### config.mk
export PLATFORM = sky130hd
export DESIGN_NAME = keypad_entry_buffer
export DESIGN_NICKNAME = d
export VERILOG_FILES = /design/src/rtl/keypad_pkg.sv /design/src/rtl/key_stability_filter.sv /design/src/rtl/keypad_entry_buffer.sv
export SDC_FILE = /design/constraint.sdc
export NUM_CORES = 1
export LEC_CHECK = 0
export CAP_MARGIN = 20
export CORE_MARGIN = 1.5
export CORE_UTILIZATION = 25
export DETAILED_ROUTE_END_ITERATION = 8
export PLACE_DENSITY_LB_ADDON = 0.25
export SYNTH_ARGS = -nofsm -noshare
export SYNTH_HDL_FRONTEND = slang
export SYNTH_HIERARCHICAL = 1
export SYNTH_SLANG_ARGS = --single-unit
### constraint.sdc
create_clock -name clock -period 4.14 [get_ports clock]
set_input_delay 0.414 -clock clock [delete_from_list [all_inputs] [get_ports clock]]
set_output_delay 0.414 -clock clock [all_outputs]
set_load 0.01 [all_outputs]
### src/rtl/keypad_pkg.sv
// Shared definitions for the keypad entry path: key codes, FSM states and
// the code normalisation used by the stability filter.
package keypad_pkg;

   localparam logic [3:0] KEY_STAR = 4'd10;
   localparam logic [3:0] KEY_HASH = 4'd11;
   localparam logic [3:0] KEY_NONE = 4'b1101;

   typedef enum logic [2:0] {
      ST_IDLE,
      ST_ACK,
      ST_WAIT_REL,
      ST_CONVERT,
      ST_LOAD
   } state_t;

   // Codes 12, 14 and 15 carry no key and are folded onto KEY_NONE
   function automatic logic [3:0] norm_code(input logic [3:0] code);
      return (code > KEY_HASH) ? KEY_NONE : code;
   endfunction

   function automatic logic is_digit(input logic [3:0] code);
      return (code <= 4'd9);
   endfunction

endpackage

### src/rtl/key_stability_filter.sv
// Two-flop synchronizer followed by an identical-code run counter.
// stable asserts once the same normalised code has been seen STABLE_CYCLES
// times in a row; none_stable asserts after RELEASE_CYCLES of KEY_NONE.
module key_stability_filter
   import keypad_pkg::*;
#(
   parameter int unsigned STABLE_CYCLES  = 4,
   parameter int unsigned RELEASE_CYCLES = 4
) (
   input  logic       clock,
   input  logic       reset_n,
   input  logic [3:0] key_code,
   output logic [3:0] stable_code,
   output logic       stable,
   output logic       none_stable
);

   localparam int unsigned CNT_MAX = (STABLE_CYCLES > RELEASE_CYCLES) ? STABLE_CYCLES : RELEASE_CYCLES;
   localparam int unsigned CNT_W   = $clog2(CNT_MAX + 1);

   logic [3:0]       sync1;
   logic [3:0]       sync2;
   logic [3:0]       code_q;
   logic [3:0]       code_n;
   logic [CNT_W-1:0] run_cnt;

   assign code_n = norm_code(sync2);

   // Synchronizer; idles at KEY_NONE so reset never looks like digit 0
   always_ff @(posedge clock or negedge reset_n) begin
      if (!reset_n) begin
         sync1 <= KEY_NONE;
         sync2 <= KEY_NONE;
      end else begin
         sync1 <= key_code;
         sync2 <= sync1;
      end
   end

   // Run-length counter of identical codes, restarting at 1 on any change
   always_ff @(posedge clock or negedge reset_n) begin
      if (!reset_n) begin
         code_q  <= KEY_NONE;
         run_cnt <= '0;
      end else if (code_n != code_q) begin
         code_q  <= code_n;
         run_cnt <= CNT_W'(1);
      end else if (run_cnt != CNT_W'(CNT_MAX)) begin
         run_cnt <= run_cnt + 1'b1;
      end
   end

   assign stable_code = code_q;
   assign stable      = (run_cnt >= CNT_W'(STABLE_CYCLES));
   assign none_stable = (code_q == KEY_NONE) && (run_cnt >= CNT_W'(RELEASE_CYCLES));

endmodule

### src/rtl/keypad_entry_buffer.sv
// Keypad consumer: filters scanner codes, acknowledges accepted keys, keeps
// a BCD entry buffer with backspace, and on commit converts it to binary
// for a valid/ready consumer.
// Optional inactivity clear: define KEYPAD_ENTRY_TIMEOUT_EN.
module keypad_entry_buffer
   import keypad_pkg::*;
#(
   parameter int unsigned MAX_DIGITS     = 6,
   parameter int unsigned VALUE_W        = 20,
   parameter int unsigned STABLE_CYCLES  = 4,
   parameter int unsigned RELEASE_CYCLES = 4,
   parameter int unsigned TIMEOUT_CYCLES = 500000000
) (
   input  logic                    clock,
   input  logic                    reset_n,
   input  logic [3:0]              key_code,
   output logic [31:0]             ack_key,
   output logic [VALUE_W-1:0]      entry_value,
   output logic                    entry_valid,
   input  logic                    entry_ready,
   output logic [2:0]              digit_count,
   output logic [4*MAX_DIGITS-1:0] bcd_digits,
   output logic                    entry_err,
   output logic                    timeout_pulse
);

   localparam int unsigned BCD_W   = 4 * MAX_DIGITS;
   localparam logic [2:0]  MAX_CNT = 3'(MAX_DIGITS);

   state_t             state;
   logic               ack_q;
   logic [3:0]         key_q;
   logic [VALUE_W-1:0] acc;
   logic [VALUE_W-1:0] acc_next;
   logic [2:0]         idx;
   logic [BCD_W-1:0]   bcd_shifted;
   logic [3:0]         conv_digit;
   logic [3:0]         stable_code;
   logic               stable;
   logic               none_stable;
   logic               hash_blocked;
   logic               go;
   logic               tmo_hit;

   key_stability_filter #(
      .STABLE_CYCLES  (STABLE_CYCLES),
      .RELEASE_CYCLES (RELEASE_CYCLES)
   ) u_filter (
      .clock       (clock),
      .reset_n     (reset_n),
      .key_code    (key_code),
      .stable_code (stable_code),
      .stable      (stable),
      .none_stable (none_stable)
   );

   // A commit is held off while the previous value is still unread
   assign hash_blocked = (stable_code == KEY_HASH) && (digit_count != 3'd0) && entry_valid;
   assign go           = (state == ST_IDLE) && stable && (stable_code != KEY_NONE) && !hash_blocked;

   // Converter walks from the oldest digit (index count-1) down to 0
   assign bcd_shifted = bcd_digits >> {idx, 2'b00};
   assign conv_digit  = bcd_shifted[3:0];
   assign acc_next    = (acc << 3) + (acc << 1) + VALUE_W'(conv_digit);

   assign ack_key = {31'b0, ack_q};

`ifdef KEYPAD_ENTRY_TIMEOUT_EN
   logic [31:0] tmo_cnt;
   logic        tmo_run;

   assign tmo_run = (digit_count != 3'd0) && ((state == ST_IDLE) || (state == ST_WAIT_REL));
   assign tmo_hit = tmo_run && (tmo_cnt == 32'(TIMEOUT_CYCLES - 1));

   // Inactivity counter; restarts on every ack and whenever nothing is buffered
   always_ff @(posedge clock or negedge reset_n) begin
      if (!reset_n) begin
         tmo_cnt <= '0;
      end else if (ack_q || !tmo_run || tmo_hit) begin
         tmo_cnt <= '0;
      end else begin
         tmo_cnt <= tmo_cnt + 32'd1;
      end
   end
`else
   assign tmo_hit = 1'b0;
`endif

   // Control FSM with buffer, converter and output registers
   always_ff @(posedge clock or negedge reset_n) begin
      if (!reset_n) begin
         state         <= ST_IDLE;
         ack_q         <= 1'b0;
         key_q         <= '0;
         acc           <= '0;
         idx           <= '0;
         entry_value   <= '0;
         entry_valid   <= 1'b0;
         digit_count   <= '0;
         bcd_digits    <= '0;
         entry_err     <= 1'b0;
         timeout_pulse <= 1'b0;
      end else begin
         ack_q         <= 1'b0;
         entry_err     <= 1'b0;
         timeout_pulse <= 1'b0;

         if (entry_valid && entry_ready) begin
            entry_valid <= 1'b0;
         end

         // tmo_hit is only possible in IDLE/WAIT_REL, which never touch the buffer
         if (tmo_hit) begin
            bcd_digits    <= '0;
            digit_count   <= '0;
            timeout_pulse <= 1'b1;
         end

         case (state)
            ST_IDLE: begin
               if (go && !tmo_hit) begin
                  ack_q <= 1'b1;
                  key_q <= stable_code;
                  state <= ST_ACK;
               end
            end

            ST_ACK: begin
               state <= ST_WAIT_REL;
               if (is_digit(key_q)) begin
                  if (digit_count == MAX_CNT) begin
                     entry_err <= 1'b1;
                  end else begin
                     bcd_digits  <= {bcd_digits[BCD_W-5:0], key_q};
                     digit_count <= digit_count + 3'd1;
                  end
               end else if (key_q == KEY_STAR) begin
                  if (digit_count == 3'd0) begin
                     entry_err <= 1'b1;
                  end else begin
                     bcd_digits  <= {4'h0, bcd_digits[BCD_W-1:4]};
                     digit_count <= digit_count - 3'd1;
                  end
               end else if (key_q == KEY_HASH) begin
                  if (digit_count == 3'd0) begin
                     entry_err <= 1'b1;
                  end else begin
                     acc   <= '0;
                     idx   <= digit_count - 3'd1;
                     state <= ST_CONVERT;
                  end
               end
            end

            ST_WAIT_REL: begin
               if (none_stable) begin
                  state <= ST_IDLE;
               end
            end

            ST_CONVERT: begin
               acc <= acc_next;
               if (idx == 3'd0) begin
                  state <= ST_LOAD;
               end else begin
                  idx <= idx - 3'd1;
               end
            end

            ST_LOAD: begin
               entry_value <= acc;
               entry_valid <= 1'b1;
               bcd_digits  <= '0;
               digit_count <= '0;
               state       <= ST_WAIT_REL;
            end

            default: state <= ST_IDLE;
         endcase
      end
   end

endmodule

==> metrics list <==
- Run status: finished clean
- The first routing iteration left 151 violations.
- Summing every instance area after synthesis gives 5700 um2.
- Post-CTS Setup Repair Bufs: 0
- The total area inside the core boundary comes to 22500 um2.
- Ratio of final minimum period to clock period: 85.9%
* Total congestion overflow after global routing: 0
- Measured against its own limit, the worst slew margin works out to 46.0%.
* Power Total: 2.39 mW
- The first global-routing pass estimated 22300 um of wire.
- In this run the critical register-to-register path is launched from idx[0].
* Critical path capture point type: register
* Clock tree root driver cell: clkbuf_16
- For this run, design rule violations remaining after detail routing come to 0.
- During synthesis, Yosys emitted a total of 6 warnings.
- For this design the ratio of total power to cell area is 354 nW/um2.
- The synthesized design contains 95 register bits.
- Minimum setup slack among reg-to-reg paths: 0.59 ns
- Final wirelength: 13500 um
- The worst setup path is launched from a register.
- Final design area excluding fillers: 6730 um2
- The number of clock buffers added by TritonCTS is 9.
- The biggest area contributor in the post-synthesis netlist is dfrtp_1.
* Fin Clk Skew: 0.0136 ns
* Endpoint of the worst-slack reg-to-reg timing path: acc[17]
* Top cells by count, synth: 105 x nand2_1, 86 x dfrtp_1, 42 x ha_1, 41 x nor2_1, 34 x buf_4
- The critical path in this run is classified as register to register.
* Post-DP HPWL: 9460 um
* Total number of vias: 4274
* Post-synthesis cell count: 595
- Using the TritonRoute via totals, the vias-per-cell ratio works out to 4.61.
* Maximum number of pins on one net before global-route repair: 77
- Counting I/O delays and the setup requirement, the final critical path takes 3.55 ns.
* Level count of the clock H-tree: 3
- Area growth, synth to finish: 18.1%
* Min-delay worst type: register to register
* Count of endpoints failing hold in the final timing report: 0
- Transition time at the pin with the least slew margin: 0.808 ns
- CP Cell Sequence: mux4_2 -> a21oi_1 -> fa_1 -> inv_1 -> ha_1 -> a21o_1 -> nand4_1 -> a21oi_2 -> o41ai_4 -> nor4_1 -> a311o_1
- Routability-driven placement finished with a final weighted congestion of 0.794.
* Layout cells sized above 1: 8.24%
- For the worst setup path, the data required time is 4.39 ns.
- Critical path data arrival time: 3.80 ns
- In the post-synthesis netlist, the cell with the most instances is nand2_1.
- In this run the deepest clock path goes through 2 buffers.
- Highest clock frequency the design can meet: 0.281 GHz
- Die span in x: 154 um
- Die boundary height: 154 um
- The later pin in the worst-skew pair is clocked with a latency of 0.36 ns.
- Portion of the post-synthesis area used by sequential elements: 41.9%
- Max-slew violation count: 0
* Worst-case reg-to-reg path depth: 11
- Port bufs: 56
- In this run the mean area of a mapped cell was 9.58 um2.
- In this run the worst setup path terminates at acc[17].
- Max-cap violations in this run came to 0.
- The via count of the first global-routing pass was 4110.
- Across the VDD grid, the largest voltage drop is 0.000201 V.
- Number of core rows: 55
- Setup repair after global routing left no endpoint under its margin.
- TNS Setup: 0 ns
- The netlist uses 60 different library cells.
- Static Leakage: 3.19 nW
* Largest fanout of any net on the critical path: 6
* Clock transition at the registers of the reported paths: 0.08 ns
- The first TritonRoute pass finished after 4 iterations.
- FFs w/ async S/R, synth: 100%
* Routed length per instance: 14.5 um
- Synth top area share: 37.8%
- Endpoints failing setup: 0
- Placed cell areas: 6360 um2
* Sink count of the clock tree: 95
- I/O pin total: 89
- Synth area leaders: dfrtp_1 38%, ha_1 9.2%, nand2_1 6.9%, buf_4 4.5%, mux2i_1 4.4%
* Slowest stage cell on the critical path: dfrtp_1
* ANT cells: 0
- Sum of buffers and inverters on the critical path: 1
- TritonCTS built the clock tree.
- The number of antenna violations at the first check in global routing was 0.
- At the end of the flow, the number of nets in the layout was 689.
- Starting density of the core: 25.3%
- Critical path origin: idx[0]
- Die area: 23700 um2
* Antenna viol nets, final: 0
* Worst path depth: 11
- EDFF count, synth: 0
* Slowest cell delay on critical path: 0.55 ns
* Cell family contributing the most delay on the critical path: compound AO/OA/AOI/OAI gates
- Global routing consumed, over all layers together, 11.9% of the routing resources.
* Commonest register cell after synthesis: dfrtp_1
[logic make-up after synthesis]
logic type / after synthesis / synth area share (%)
simple gates: 199 / 15.5
buf+inv: 83 / 8.52
other cells: 1 / 0.0658
flops: 95 / 41.9
compound gates: 124 / 14.9
fa+ha+maj: 44 / 9.93
xor+xnor: 16 / 2.46
mux: 33 / 6.76
[what timing repair did]
action | in CTS | in global routing
hold buffers | 0 | 1
endpoints found under the hold margin | 0 | 8
resized for setup | 0 | 0
[power by group]
| part | internal [mW] | total, mW | switching [mW] |
|---|---|---|---|
| Clock | 0.434 | 0.869 | 0.435 |
| Sequential | 1.00 | 1.12 | 0.116 |
| Combinational | 0.213 | 0.397 | 0.184 |
[flip-flops by register name, indices dropped and copies added (netlist names), 4 cells and up]
signal,flops
u_filter/sync2,4
key_q,4
u_filter/sync1,4
entry_value,20
u_filter/stable_code,4
acc,20
bcd_digits,24
[metrics by stage]
step / std cells / worst slack [ns] / hold slack (ns) / util [%]
after floorplan: 626 / 0.814 / 0.118 / -
after global placement: 909 / 0.663 / 0.339 / 28.3
after detailed placement: 909 / 0.601 / 0.348 / 28.3
after CTS: 925 / 0.583 / 0.259 / 29.6
after global routing: 928 / 0.346 / 0.367 / 29.9
final: 928 / 0.585 / 0.359 / 29.9
[how the worst min path moves through the flow]
| stage | from | cells after the start | to |
|---|---|---|---|
| 3_3_place_gp | u_filter/sync1[1] | 0 | u_filter/sync2[1] |
| 3_5_place_dp | u_filter/sync1[2] | 0 | u_filter/sync2[2] |
| 4_1_cts | reset_n | 1 | ack_q |
| 6_report | u_filter/sync1[2] | 0 | u_filter/sync2[2] |
| 2_1_floorplan | reset_n | 0 | acc[0] |
| 5_1_grt | u_filter/sync1[0] | 0 | u_filter/sync2[0] |
[cells in the final DEF, fill, tap and decap left out, types with 7 or more instances in the layout]
cell type        instances
ha_1                    42
clkbuf_16                9
nor2_1                  41
nand3_1                 11
o21ai_0                 26
a211oi_1                21
xnor2_1                  9
a21oi_1                 25
clkdlybuf4s50_1         55
buf_4                    7
dfstp_2                  9
conb_1                  32
dfrtp_1                 86
nor3_1                  10
xor2_1                   7
mux2i_1                 25
nand2_1                105
nand2b_1                 7
inv_1                   19
[routing by layer]
layer,up-vias,routed length [um],GRT usage (%)
met5,-,0,0
met4,0,208,4.85
met3,10,364,1.75
met2,75,6200,18.8
met1,2085,6690,16.2
li1,2104,-,-
[final cells by class]
type	count	area, um2
Inverter	19	71.3
Clock buffer	9	225
Timing Repair Buffer	65	668
Multi-Input combinational cell	448	2940
Fill cell	2354	15800
Sequential cell	95	2390
Tap cell	285	357
Clock inverter	7	81.3
No activity file was read; power rests on OpenSTA's default activity.
==> patch (same flow settings) <==
Build with the macro `KEYPAD_ENTRY_TIMEOUT_EN` defined.
--- a/src/rtl/keypad_entry_buffer.sv
+++ b/src/rtl/keypad_entry_buffer.sv
@@ -2,6 +2,8 @@
 // a BCD entry buffer with backspace, and on commit converts it to binary
 // for a valid/ready consumer.
 // Optional inactivity clear: define KEYPAD_ENTRY_TIMEOUT_EN.
+`define KEYPAD_ENTRY_TIMEOUT_EN
+
 module keypad_entry_buffer
    import keypad_pkg::*;
 #(
Check against the original RTL: same outputs for any inputs over 10 cycles, from zero or initial values and one cycle with reset_n low; that may be too few to reach the edited logic, so the function may still have changed.
==> patch against the original RTL <==
The run now ends with negative hold slack left; area after synthesis grew 29%; power grew 94%; hold slack lost 0.37 ns; sequential cell count grew 33; clock skew shrank 0.0060 ns; wire length grew 29%; clock power grew 58%; final cell count grew 27%; maximum frequency shrank 4.9%; sequential power grew 54%; worst setup slack lost 0.18 ns; final area grew 29%; critical path type unchanged.
==> patch: results (changes against the original RTL) <==
Logic synthesis
  – Synth Area in Compound Gates: 0.142 (was 0.149)
  – Post-synthesis sequential area ratio: 0.438 (was 0.419)
  – Post-Synth XOR/XNOR Area: 0.0525 (was 0.0246)
  – Average cell area after synthesis: 10.0 um^2 (was 9.58 um^2)

GRT
  – Vias in the first global route: 5473 (was 4110)
  – Met2 usage: 0.186 (was 0.188)
  – First-pass GRT wire length: 29.5 mm (was 22.3 mm)
  – M3 GR Usage: 0.0319 (was 0.0175)
  – Total Routing Usage GR: 0.121 (was 0.119)

Worst hold path
  – Hold WC Path Type: primary input to asynchronous set/reset pin (was flip-flop to flip-flop)

Pwr
  – Leak: 0.00377 uW (was 0.00319 uW)
  – Maximum VDD drop: 0.000297 V (was 0.000201 V)

Run status
  – Violated checks: negative hold slack
  – Outcome: finished, violations left (was completed)

Critical path
  – CP max stage cell: mux4_2 (was dfrtp_1)
  – Worst EP arrival: 4.03 ns (was 3.80 ns)

Drt
  – Via density: 4.56 (was 4.61)
  – Final WL: 17.3 mm (was 13.5 mm)

STA
  – Endpoints failing hold: 11 (was 0)
  – Worst hold slack: -0.00926 ns (was 0.359 ns)

Placed design
  – Placed Cells: 1149 (was 909)

Finish
  – Fin cells: 1181 (was 928)
  – # fillers: 3003 (was 2354)
  – Largest registers: tmo_cnt x32, bcd_digits x24 (was bcd_digits x24, acc x20, entry_value x20)

CTS
  – Clk_lat worst skew: 0.42 ns (was 0.36 ns)
[patch: power by group]
part           internal, uW  total, uW  switching [uW]
Clock                   828       1370             538
Combinational           654       1530             879
Sequential             1460       1730             275
[patch: cells by family after synthesis]
kind of cell    count (synthesis)
buf+inv                       109
flops                         128
other cells                     1
fa+ha+maj                      45
compound gates                159
simple gates                  213
mux                            34
xor+xnor                       44
[patch: final timing paths]
kind,start,end,slack [ns],cells after the start
max in group asynchronous,reset_n,entry_value[1],3.22,2
worst min-delay path,reset_n,u_filter/run_cnt[1],-0.009,1
min in group clock,u_filter/sync1[1],u_filter/sync2[1],0.35,0
worst min register to register,u_filter/sync1[1],u_filter/sync2[1],0.35,0
worst max register to register,idx[0],acc[14],0.40,9
worst max-delay path,idx[0],acc[14],0.40,9
[patch: cell type report]
class,count,area [um^2],share of cell area
repair buffers,68,654,0.0751
clock buffers,26,500,0.0574
clock inverters,6,35.0,0.00402
inverters,43,161,0.0185
flip-flops and latches,128,3210,0.369
well taps,384,480,0.0551
multi-input cells,526,3670,0.421
